## src/rtl/pipeline_pkg.sv

```systemverilog
// Shared pipeline types: inter-stage payload structs, their widths, and the
// skid-stage state encoding used by pipe_skid_stage.
package pipeline_pkg;

  // IF/ID payload: fetched instruction and its PC.
  typedef struct packed {
    logic [31:0] pc;
    logic [31:0] instr;
  } IFID_Pipe_t;

  // ID/EX payload: operands, immediate and decoded control.
  typedef struct packed {
    logic [31:0] pc;
    logic [31:0] rs1_val;
    logic [31:0] rs2_val;
    logic [31:0] imm;
    logic [4:0]  rd;
    logic [3:0]  alu_op;
    logic        mem_rd;
    logic        mem_wr;
    logic        reg_wr;
  } IDEX_Pipe_t;

  // EX/MEM payload: ALU result, store data and write-back control.
  typedef struct packed {
    logic [31:0] alu_res;
    logic [31:0] store_val;
    logic [4:0]  rd;
    logic        mem_rd;
    logic        mem_wr;
    logic        reg_wr;
  } EXMEM_Pipe_t;

  // Widths for instantiating pipe_skid_stage with DATA_W matching a struct.
  localparam int unsigned IFID_W  = $bits(IFID_Pipe_t);
  localparam int unsigned IDEX_W  = $bits(IDEX_Pipe_t);
  localparam int unsigned EXMEM_W = $bits(EXMEM_Pipe_t);

  // Skid-stage occupancy state; the encoding equals the number of held beats.
  typedef enum logic [1:0] {
    EMPTY = 2'd0,
    BUSY  = 2'd1,
    FULL  = 2'd2
  } skid_state_e;

  // Number of beats held in a given state.
  function automatic logic [1:0] skid_occupancy(input skid_state_e s);
    logic [1:0] occ;
    occ = 2'd0;
    case (s)
      EMPTY:   occ = 2'd0;
      BUSY:    occ = 2'd1;
      FULL:    occ = 2'd2;
      default: occ = 2'd0;
    endcase
    return occ;
  endfunction

endpackage : pipeline_pkg

```

## src/rtl/pipe_skid_stage.sv

```systemverilog
// Elastic inter-stage pipeline register with a 2-entry skid buffer.
// Valid/ready on both sides; all outputs decode registered state only, so
// there is no combinational path from any input to any output.
//
// Ports:
//   clk_i        clock, rising edge
//   rst_i        asynchronous active-high reset
//   flush_i      kill every held entry (synchronous, highest priority)
//   valid_i      upstream beat present on data_i
//   ready_o      stage can accept a beat this cycle
//   data_i       upstream payload
//   valid_o      data_o holds a live beat
//   ready_i      downstream accepts data_o this cycle
//   data_o       payload to downstream (main register)
//   occupancy_o  held beats, 0..2
//   stall_cnt_o  saturating count of cycles with valid_o=1 and ready_i=0
module pipe_skid_stage
  import pipeline_pkg::*;
#(
  parameter int unsigned DATA_W         = 64,
  parameter bit          CLEAR_ON_FLUSH = 1'b1,
  parameter int unsigned CNT_W          = 16
) (
  input  logic              clk_i,
  input  logic              rst_i,
  input  logic              flush_i,
  input  logic              valid_i,
  output logic              ready_o,
  input  logic [DATA_W-1:0] data_i,
  output logic              valid_o,
  input  logic              ready_i,
  output logic [DATA_W-1:0] data_o,
  output logic [1:0]        occupancy_o,
  output logic [CNT_W-1:0]  stall_cnt_o
);

  localparam logic [CNT_W-1:0] CNT_MAX = {CNT_W{1'b1}};

  skid_state_e       state_q, state_d;
  logic [DATA_W-1:0] main_q,  main_d;
  logic [DATA_W-1:0] skid_q,  skid_d;
  logic [CNT_W-1:0]  stall_cnt_q, stall_cnt_d;

  logic in_fire_c;
  logic out_fire_c;
  logic stall_c;

  // Output decode from registered state.
  assign ready_o     = (state_q != FULL);
  assign valid_o     = (state_q != EMPTY);
  assign data_o      = main_q;
  assign occupancy_o = skid_occupancy(state_q);
  assign stall_cnt_o = stall_cnt_q;

  // Handshake qualifiers.
  assign in_fire_c  = valid_i & ready_o;
  assign out_fire_c = valid_o & ready_i;
  assign stall_c    = valid_o & ~ready_i;

  // Next-state and datapath: main always holds the oldest beat, skid the younger.
  always_comb begin
    state_d = state_q;
    main_d  = main_q;
    skid_d  = skid_q;

    if (flush_i) begin
      // Offered beat is dropped; an out_fire this cycle is still delivered.
      state_d = EMPTY;
      if (CLEAR_ON_FLUSH) begin
        main_d = '0;
        skid_d = '0;
      end
    end else begin
      case (state_q)
        EMPTY: begin
          if (in_fire_c) begin
            main_d  = data_i;
            state_d = BUSY;
          end
        end
        BUSY: begin
          if (in_fire_c && out_fire_c) begin
            main_d = data_i;
          end else if (in_fire_c) begin
            skid_d  = data_i;
            state_d = FULL;
          end else if (out_fire_c) begin
            state_d = EMPTY;
          end
        end
        FULL: begin
          // ready_o is low here, so only the drain side can move.
          if (out_fire_c) begin
            main_d  = skid_q;
            state_d = BUSY;
          end
        end
        default: begin
          state_d = EMPTY;
        end
      endcase
    end
  end

  // Back-pressure counter, saturating; flush does not clear it.
  always_comb begin
    stall_cnt_d = stall_cnt_q;
    if (stall_c && (stall_cnt_q != CNT_MAX)) begin
      stall_cnt_d = stall_cnt_q + CNT_W'(1);
    end
  end

  // State and data registers.
  always_ff @(posedge clk_i or posedge rst_i) begin
    if (rst_i) begin
      state_q     <= EMPTY;
      main_q      <= '0;
      skid_q      <= '0;
      stall_cnt_q <= '0;
    end else begin
      state_q     <= state_d;
      main_q      <= main_d;
      skid_q      <= skid_d;
      stall_cnt_q <= stall_cnt_d;
    end
  end

endmodule : pipe_skid_stage

```

## config.mk

```make
export PLATFORM = sky130hd
export DESIGN_NAME = pipe_skid_stage
export DESIGN_NICKNAME = d
export VERILOG_FILES = /design/src/rtl/pipeline_pkg.sv /design/src/rtl/pipe_skid_stage.sv
export SDC_FILE = /design/constraint.sdc
export NUM_CORES = 1
export LEC_CHECK = 0
export ABC_AREA = 1
export CORE_AREA = 2 2 117 142
export CTS_BUF_LIST = sky130_fd_sc_hd__clkbuf_4
export DETAILED_ROUTE_END_ITERATION = 10
export DIE_AREA = 0 0 119 144
export MAX_ROUTING_LAYER = met4
export PLACE_DENSITY = 0.7
export SETUP_SLACK_MARGIN = 0.15
export SLEW_MARGIN = 10
export SYNTH_ARGS = -nofsm -noshare
export SYNTH_HDL_FRONTEND = slang
export SYNTH_SLANG_ARGS = --single-unit
export TNS_END_PERCENT = 50
```

## constraint.sdc

```tcl
create_clock -name clk_i -period 6.85 [get_ports clk_i]
set_input_delay 1.37 -clock clk_i [delete_from_list [all_inputs] [get_ports clk_i]]
set_output_delay 1.37 -clock clk_i [all_outputs]
set_load 0.01 [all_outputs]
```

==> impl_metrics.yaml, run 1 <==
min_path:
  min_from: "data_o[41]"
  worstHoldEndpoint: "data_o[41]"
  whs_path_depth: 2
  hp-class: "flip-flop to flip-flop"
drt:
  antenna_left: 0
  vias_per_cell: 4.879
  drtIter0Drc: 410
  vias: 5616
  drt-pass1-iter-count: 5
  avgRoutedWirePerCell_um: 13.58
  drc: 0
  wl_um: 15630
logic_synthesis:
  ys_seq_area_share_pct: 52.24
  synth_enable_flop_cells: 0
  yosysUniqueCellTypes: 25
  synthesis.area_sq_um: 6994
  postSynth.asyncResetShare_pct: 100.0
  synth_seq_cells: 146
  postSynthAreaPerCell_sq_um: 8.743
  synth_fp_nets: 870
  synthMostInstantiatedCell: "nand2_1"
  ys_warn_count: 0
  synthTopCellsByCount: "nand2_1 (169), dfrtp_1 (146), inv_1 (111)"
  yosys_most_used_dff: "dfrtp_1"
  synth.top_cell.area_share_pct: 52.24
  synth_top_area_cell: "dfrtp_1"
  synth.area.top_cells: "dfrtp_1 (52%), nand2_1 (9.1%), inv_1 (6.0%)"
  netlist_instances: 800
global_routing:
  grt_overflow: 0
  track_usage_pct: 19.31
  grt_max_degree: 98
  grt_pass1_wl_um: 25430
  first_global_vias: 5051
  antenna_found_initial: 1
run:
  cap_violations: 0
die:
  core_area_sq_um: 15890
  io_pins: 153
  dieArea_sq_um: 17140
  die_h_um: 144
  core.rowCount: 51
  die_w_um: 119
  start_util_pct: 44.02
clocking:
  cts_inserted_buffers: 17
  clkSinkCount: 146
  ctsResizeCount: 0
  tritoncts: "built"
  cts_setup_buffers: 0
  clock_latency_ns: 0.55
  cts_buffer_depth: 2
  hold_buffers: 0
  cts_root_buffer: "clkbuf_4"
  path_clk_slew_ns: 0.13
  htreeDepth: 4
timing:
  fin_ws_ns: 2.802
  fmax_ghz: 0.2470
  hold_violations: 0
  finClkSkew_ns: 0.01434
  min_period_over_period_pct: 59.10
  period_minus_slack_ns: 4.048
  setup_viol: 0
  rsz0062_at_grt: "no"
  relSlewSlack_pct: 24.83
  slew_violations: 0
  finalSetupTns_ns: 0
  worst_slew_pin_slew_ns: 1.127
final_layout:
  drive_gt1_share_pct: 9.808
  area_growth_syn_to_layout_pct: 26.24
  final_nets: 995
  fillers: 1443
place:
  hpwl_um: 10080
  gp_congestion: 0.8195
  port_buffers: 152
  dp_slack_ns: 2.176
setup_path:
  critPathMaxFanout: 78
  required_ns: 7.33
  arrival_ns: 4.53
  rr_endpoint: "data_o[2]"
  r2r_start: "state_q[0]"
  cp-end-kind: "flip-flop"
  r2r_slack_ns: 4.00
  reg2regPathDepth: 11
  startpoint_type: "input port"
  path_class: "input port to flip-flop"
pwr:
  max-vdd-ir-drop_mv: 0.1599
  power_density_nw_per_um2: 235.7
  p_leak_nw: 3.782
outcome:
  status: "completed"
[worst max path at each step]
stage               startpoint         end  cells after the start
finish                 flush_i   data_o[2]                      8
floorplan                rst_i   data_o[0]                      1
global placement       flush_i  data_o[56]                      8
CTS                    flush_i   data_o[3]                      8
detailed placement     flush_i   data_o[3]                      8
global route           flush_i   data_o[1]                      8
[per-layer routing]
metal,share of wire (%),GRT usage (%),vias up
li1,-,-,2878
met1,47,26.03,2570
met2,48,29.07,152
met3,4.5,4.377,16
met4,1.2,6.391,0
met5,0,-,-
[stage by stage]
step	instance area [sq um]	hold slack (ns)	utilization [%]	cells	power (mW)
detailed placement	8482	0.4672	53.38	1118	1.454
finish	8830	0.4931	55.57	1151	2.081
floorplan	6994	0.4862	-	800	1.258
global route	8830	0.5086	55.57	1151	2.192
CTS	8827	0.4979	55.56	1150	2.102
global placement	8482	0.4634	53.38	1118	1.447
[cells by family (layout without fill, tap and decap cells)]
group / after synthesis / after routing / share of synthesized area [%]
other cells: 0 / 1 / 0
compound gates: 232 / 232 / 20.79
simple gates: 246 / 246 / 14.53
flops: 146 / 146 / 52.24
xor+xnor: 7 / 7 / 0.8766
buf+inv: 168 / 306 / 11.40
fa+ha+maj: 1 / 1 / 0.1789
[worst max-delay path, cell delays in order]
cell             delay [ns]
clkdlybuf4s50_1        0.40
buf_4                  0.26
inv_2                  0.83
nand3_1                0.26
nand2_4                0.73
buf_4                  0.47
nand2_1                0.12
o21ai_2                0.07
[flip-flops by register name, summed over array words and instances (netlist names)]
name,count
skid_q,64
stall_cnt_o,16
state_q,2
data_o,64
[report_power, final]
group | switching, mW | internal (mW)
Clock | 0.320 | 0.330
Sequential | 0.0568 | 0.944
Combinational | 0.221 | 0.210
Total | 0.597 | 1.48
[placed cells by master, fill, tap and decap left out, types with 6 or more instances in the layout]
master           synthesis  routed
a21oi_1                 33      33
buf_4                    4       8
clkbuf_4                 0      18
clkdlybuf4s50_1          0     152
dfrtp_1                146     146
inv_1                  111     109
nand2_1                169     169
nand3_1                 41      41
nand4_1                  6       6
nor2_1                  23      23
o211ai_1                32      32
o21ai_0                 63      63
o21ai_1                 30      30
o21ai_2                 40      40
o22ai_1                 32      32
xnor2_1                  7       7
[final cells by class]
class	instances	area, sq um	share of cell area (%)
inverter	114	432.9	4.903
antenna	1	2.502	0.02834
clock buffer	18	135.1	1.530
timing repair buffer	160	1582	17.91
multi-input combinational	486	2549	28.86
sequential	146	3654	41.38
clock inverter	14	210.2	2.381
tap	212	265.3	3.004
Power figures use the tool's default switching activity.
==> run 2, diff against run 1 <==
Settings changed: PLACE_DENSITY 0.7 to 0.73.
Clock period 6.85 ns to 3.49 ns, I/O delays scaled along.
==> impl_metrics.yaml, run 2 (same netlist as run 1, synthesis figures left out) <==
min_path:
  hp-class: "flip-flop to flip-flop"
  whs_path_depth: 2
  min_from: "data_o[42]"
  worstHoldEndpoint: "data_o[42]"
timing:
  rsz0062_at_grt: "no"
  slew_violations: 0
  setup_viol: 0
  finClkSkew_ns: 0.01822
  worst_slew_pin_slew_ns: 1.013
  relSlewSlack_pct: 32.19
  fin_ws_ns: 0.6715
  finalSetupTns_ns: 0
  fmax_ghz: 0.3548
  period_minus_slack_ns: 2.819
  hold_violations: 0
  min_period_over_period_pct: 80.76
clocking:
  cts_inserted_buffers: 17
  clkSinkCount: 146
  path_clk_slew_ns: 0.12
  clock_latency_ns: 0.54
  cts_root_buffer: "clkbuf_4"
  hold_buffers: 0
  cts_setup_buffers: 0
  htreeDepth: 4
  tritoncts: "built"
  cts_buffer_depth: 2
  ctsResizeCount: 0
global_routing:
  grt_pass1_wl_um: 26300
  grt.met3_usage_pct: 4.574
  first_global_vias: 5383
  grt_overflow: 0
  grt.busiest_layer: "met2"
  track_usage_pct: 19.77
  use_met2_pct: 30.97
  grt_max_degree: 147
  met1_usage_pct: 24.87
  antenna_found_initial: 1
die:
  core.rowCount: 51
  die_w_um: 119
  start_util_pct: 44.02
  die_h_um: 144
  dieArea_sq_um: 17140
  core_area_sq_um: 15890
  io_pins: 153
setup_path:
  cp-end-kind: "output port"
  required_ns: 2.79
  crit_buf_inv: 3
  reg2regPathDepth: 10
  path_cells: "inv_2, nand2_2, inv_2, clkdlybuf4s50_1"
  r2r_start: "state_q[0]"
  crit_slowest_cell: "clkdlybuf4s50_1"
  rr_endpoint: "data_o[35]"
  startpoint_type: "flip-flop"
  cp_top_family: "buffers and inverters"
  cp.depth: 4
  r2r_slack_ns: 1.36
  critPathMaxFanout: 25
  path_class: "flip-flop to output port"
  critPathMaxStageDelay_ns: 0.60
  crit_top_cell: "inv_2"
  arrival_ns: 2.12
final_layout:
  area_growth_syn_to_layout_pct: 26.51
  final_nets: 999
  final_common_cell: "nand2_1"
  layout_common_cells: "nand2_1 (169), clkdlybuf4s50_1 (152), dfrtp_1 (146)"
  drive_gt1_share_pct: 10.31
  fillers: 1429
pwr:
  power_density_nw_per_um2: 446.3
  p_switching_mw: 1.172
  comb_power_share_pct: 21.8
  p_seq_share_pct: 49.7
  p_leak_nw: 3.782
  max-vdd-ir-drop_mv: 0.2746
  p_int_mw: 2.777
  sw_frac_of_total_pct: 29.68
  clockPowerShare_pct: 28.5
drt:
  antenna_left: 0
  drt-pass1-iter-count: 5
  drtIter0Drc: 399
  wl_um: 15870
  avgRoutedWirePerCell_um: 13.75
  vias_per_cell: 4.944
  drc: 0
  vias: 5705
run:
  cap_violations: 0
place:
  dp_slack_ns: 0.6453
  port_buffers: 152
  hpwl_um: 10450
  gp_congestion: 0.7810
outcome:
  status: "completed"
## run 2: cell count changes in the layout (fill, tap and decap cells not counted), sizes merged
cell,delta
bufinv,-2
buf,+4
clkinvlp,+3
inv,-2
## run 2: worst max path at each step
stage | startpoint | end | slack (ns)
global placement | valid_i | skid_q[32] | 0.67
global route | state_q[0] | occupancy_o[1] | 0.48
finish | state_q[0] | occupancy_o[1] | 0.67
CTS | state_q[0] | occupancy_o[1] | 0.59
floorplan | rst_i | data_o[0] | 0.96
detailed placement | flush_i | data_o[35] | 0.65
## run 2: final cells by class
cell class / count / area (sq um) / area share, %
sequential: 146 / 3654 / 41.29
timing repair buffer: 164 / 1649 / 18.64
antenna: 1 / 2.502 / 0.02828
clock inverter: 13 / 162.7 / 1.838
tap: 212 / 265.3 / 2.998
inverter: 114 / 431.7 / 4.878
multi-input combinational: 486 / 2549 / 28.80
clock buffer: 18 / 135.1 / 1.527
## run 2: power by group through the flow
| stage | clock (mW) | combinational (mW) | sequential [mW] |
|---|---|---|---|
| global route | 1.23 | 0.956 | 1.98 |
| CTS | 1.16 | 0.876 | 1.96 |
| global placement | 0 | 0.858 | 1.99 |
| detailed placement | 0 | 0.873 | 1.99 |
| finish | 1.13 | 0.863 | 1.96 |
| floorplan | 0 | 0.440 | 2.03 |
## run 2: routing by layer
metal	share of wire [%]	vias to the layer above
li1	-	2890
met2	48	142
met1	45	2646
met3	5.0	27
met4	2.1	0
met5	0	-
## run 2: tightest hold or removal path, cell delays in order, from the launching register on
cell and delay [ns]:
dfrtp_1 0.36, nand2_1 0.06, o21ai_2 0.05
## run 2: per-stage QoR
| stage | cells | cell area, sq um | total power [mW] | util [%] | hold WS [ns] |
|---|---|---|---|---|---|
| finish | 1154 | 8848 | 3.949 | 55.69 | 0.4936 |
| detailed placement | 1122 | 8548 | 2.867 | 53.80 | 0.4695 |
| global route | 1154 | 8848 | 4.170 | 55.69 | 0.5263 |
| CTS | 1153 | 8846 | 3.999 | 55.67 | 0.4979 |
| global placement | 1122 | 8548 | 2.851 | 53.80 | 0.4665 |
| floorplan | 800 | 6998 | 2.470 | - | 0.4862 |
==> run 3, diff against run 2 <==
Settings changed: PLACE_DENSITY 0.73 to 0.7.
Clock period 3.49 ns to 2.9 ns, I/O delays scaled along.
==> impl_metrics.yaml, run 3 (same netlist as run 1, synthesis figures left out) <==
clocking:
  clock_latency_ns: 0.53
  htreeDepth: 4
  cts_buffer_depth: 2
  clkSinkCount: 146
  cts_setup_buffers: 0
  ctsResizeCount: 0
  hold_buffers: 0
  cts_inserted_buffers: 17
  cts_root_buffer: "clkbuf_4"
  tritoncts: "built"
  path_clk_slew_ns: 0.11
min_path:
  hp-class: "flip-flop to flip-flop"
  whs_path_depth: 2
pwr:
  p_int_mw: 3.285
  power_density_nw_per_um2: 525.7
  finalPower_mw: 4.647
  p_leak_nw: 3.774
  p_switching_mw: 1.362
  comb_power_share_pct: 22.5
  sw_frac_of_total_pct: 29.31
  clockPowerShare_pct: 26.7
  p_seq_share_pct: 50.7
  max-vdd-ir-drop_mv: 0.3060
setup_path:
  critPathMaxStageDelay_ns: 0.59
  required_ns: 2.32
  cp-end-kind: "output port"
  crit_top_cell: "inv_2"
  crit_buf_inv: 3
  path_cells: "inv_2, nand2_2, inv_2, clkdlybuf4s50_1"
  path_class: "flip-flop to output port"
  crit_slowest_cell: "clkdlybuf4s50_1"
  arrival_ns: 2.00
  r2r_slack_ns: 0.97
  reg2regPathDepth: 10
  critPathMaxFanout: 15
  cp.depth: 4
  cp_top_family: "buffers and inverters"
  startpoint_type: "flip-flop"
die:
  dieArea_sq_um: 17140
  core.rowCount: 51
  core_area_sq_um: 15890
  io_pins: 153
  start_util_pct: 44.02
  die_h_um: 144
  die_w_um: 119
place:
  placed_area_sq_um: 8566
  hpwl_um: 10240
  dp_slack_ns: 0.3570
  port_buffers: 152
  placedCellCount: 1121
  gp_congestion: 0.7671
global_routing:
  grt_overflow: 0
  first_global_vias: 5221
  grt_pass1_wl_um: 25820
  antenna_found_initial: 1
  grt_max_degree: 85
  track_usage_pct: 19.46
timing:
  period_minus_slack_ns: 2.583
  fin_ws_ns: 0.3167
  worst_slew_pin_slew_ns: 0.6393
  relSlewSlack_pct: 57.38
  slew_violations: 0
  fmax_ghz: 0.3871
  rsz0062_at_grt: "no"
  setup_viol: 0
  min_period_over_period_pct: 89.08
  finalSetupTns_ns: 0
  hold_ws_ns: 0.4923
  hold_violations: 0
  finClkSkew_ns: 0.01015
final_layout:
  final_common_cell: "nand2_1"
  fin_cells: 1154
  drive_gt1_share_pct: 9.989
  final_area_sq_um: 8838
  final_nets: 998
  area_growth_syn_to_layout_pct: 26.37
  post-route-util_pct: 55.63
  layout_common_cells: "nand2_1 (169), clkdlybuf4s50_1 (152), dfrtp_1 (146)"
run:
  cap_violations: 0
drt:
  drc: 0
  vias_per_cell: 4.964
  drtIter0Drc: 348
  antenna_left: 0
  drt-pass1-iter-count: 4
  avgRoutedWirePerCell_um: 13.55
  wl_um: 15630
  vias: 5729
outcome:
  status: "completed"
[run 3: cell count changes in the layout (fill, tap and decap cells not counted), sizes merged]
cell    before  now
clkinv       6    5
clkbuf      18   21
buf         12   11
bufinv       3    2
[run 3: final timing paths]
kind                            start        endpoint
min in group asynchronous       rst_i      data_o[10]
hold reg to reg            data_o[54]      data_o[54]
setup reg to reg           state_q[0]      data_o[35]
setup / recovery           state_q[0]  occupancy_o[1]
hold / removal             data_o[54]      data_o[54]
max in group asynchronous       rst_i  stall_cnt_o[4]
[run 3: worst reg2reg max path, cell delays in order, from the launching register on]
cell and delay [ns]:
dfrtp_1 0.44, inv_2 0.11, nand2_2 0.19, inv_2 0.14, nand2_1 0.07, nand2_1 0.08
inv_1 0.07, nand2_4 0.23, buf_12 0.31, nand2_1 0.14, o21ai_2 0.07
[run 3: metal layers]
layer,routed length [um],track usage (%),vias up
met3,628,4.180,24
li1,-,-,2885
met2,7491,29.49,133
met5,0,-,-
met1,7246,25.49,2687
met4,267,8.208,0
[run 3: power groups by stage]
stage / sequential (mW) / clock [mW] / combinational (mW)
finish: 2.36 / 1.24 / 1.05
global route: 2.38 / 1.39 / 1.15
CTS: 2.36 / 1.30 / 1.06
detailed placement: 2.40 / 0 / 1.06
global placement: 2.40 / 0 / 1.05
floorplan: 2.44 / 0 / 0.529
[run 3: area by class of cell]
class                      count  area (sq um)
multi-input combinational    486          2549
inverter                     114         431.7
sequential                   146          3654
timing repair buffer         163          1667
tap                          212         265.3
fill                        1465          7051
antenna                        1         2.502
clock buffer                  21         157.7
clock inverter                11         112.6
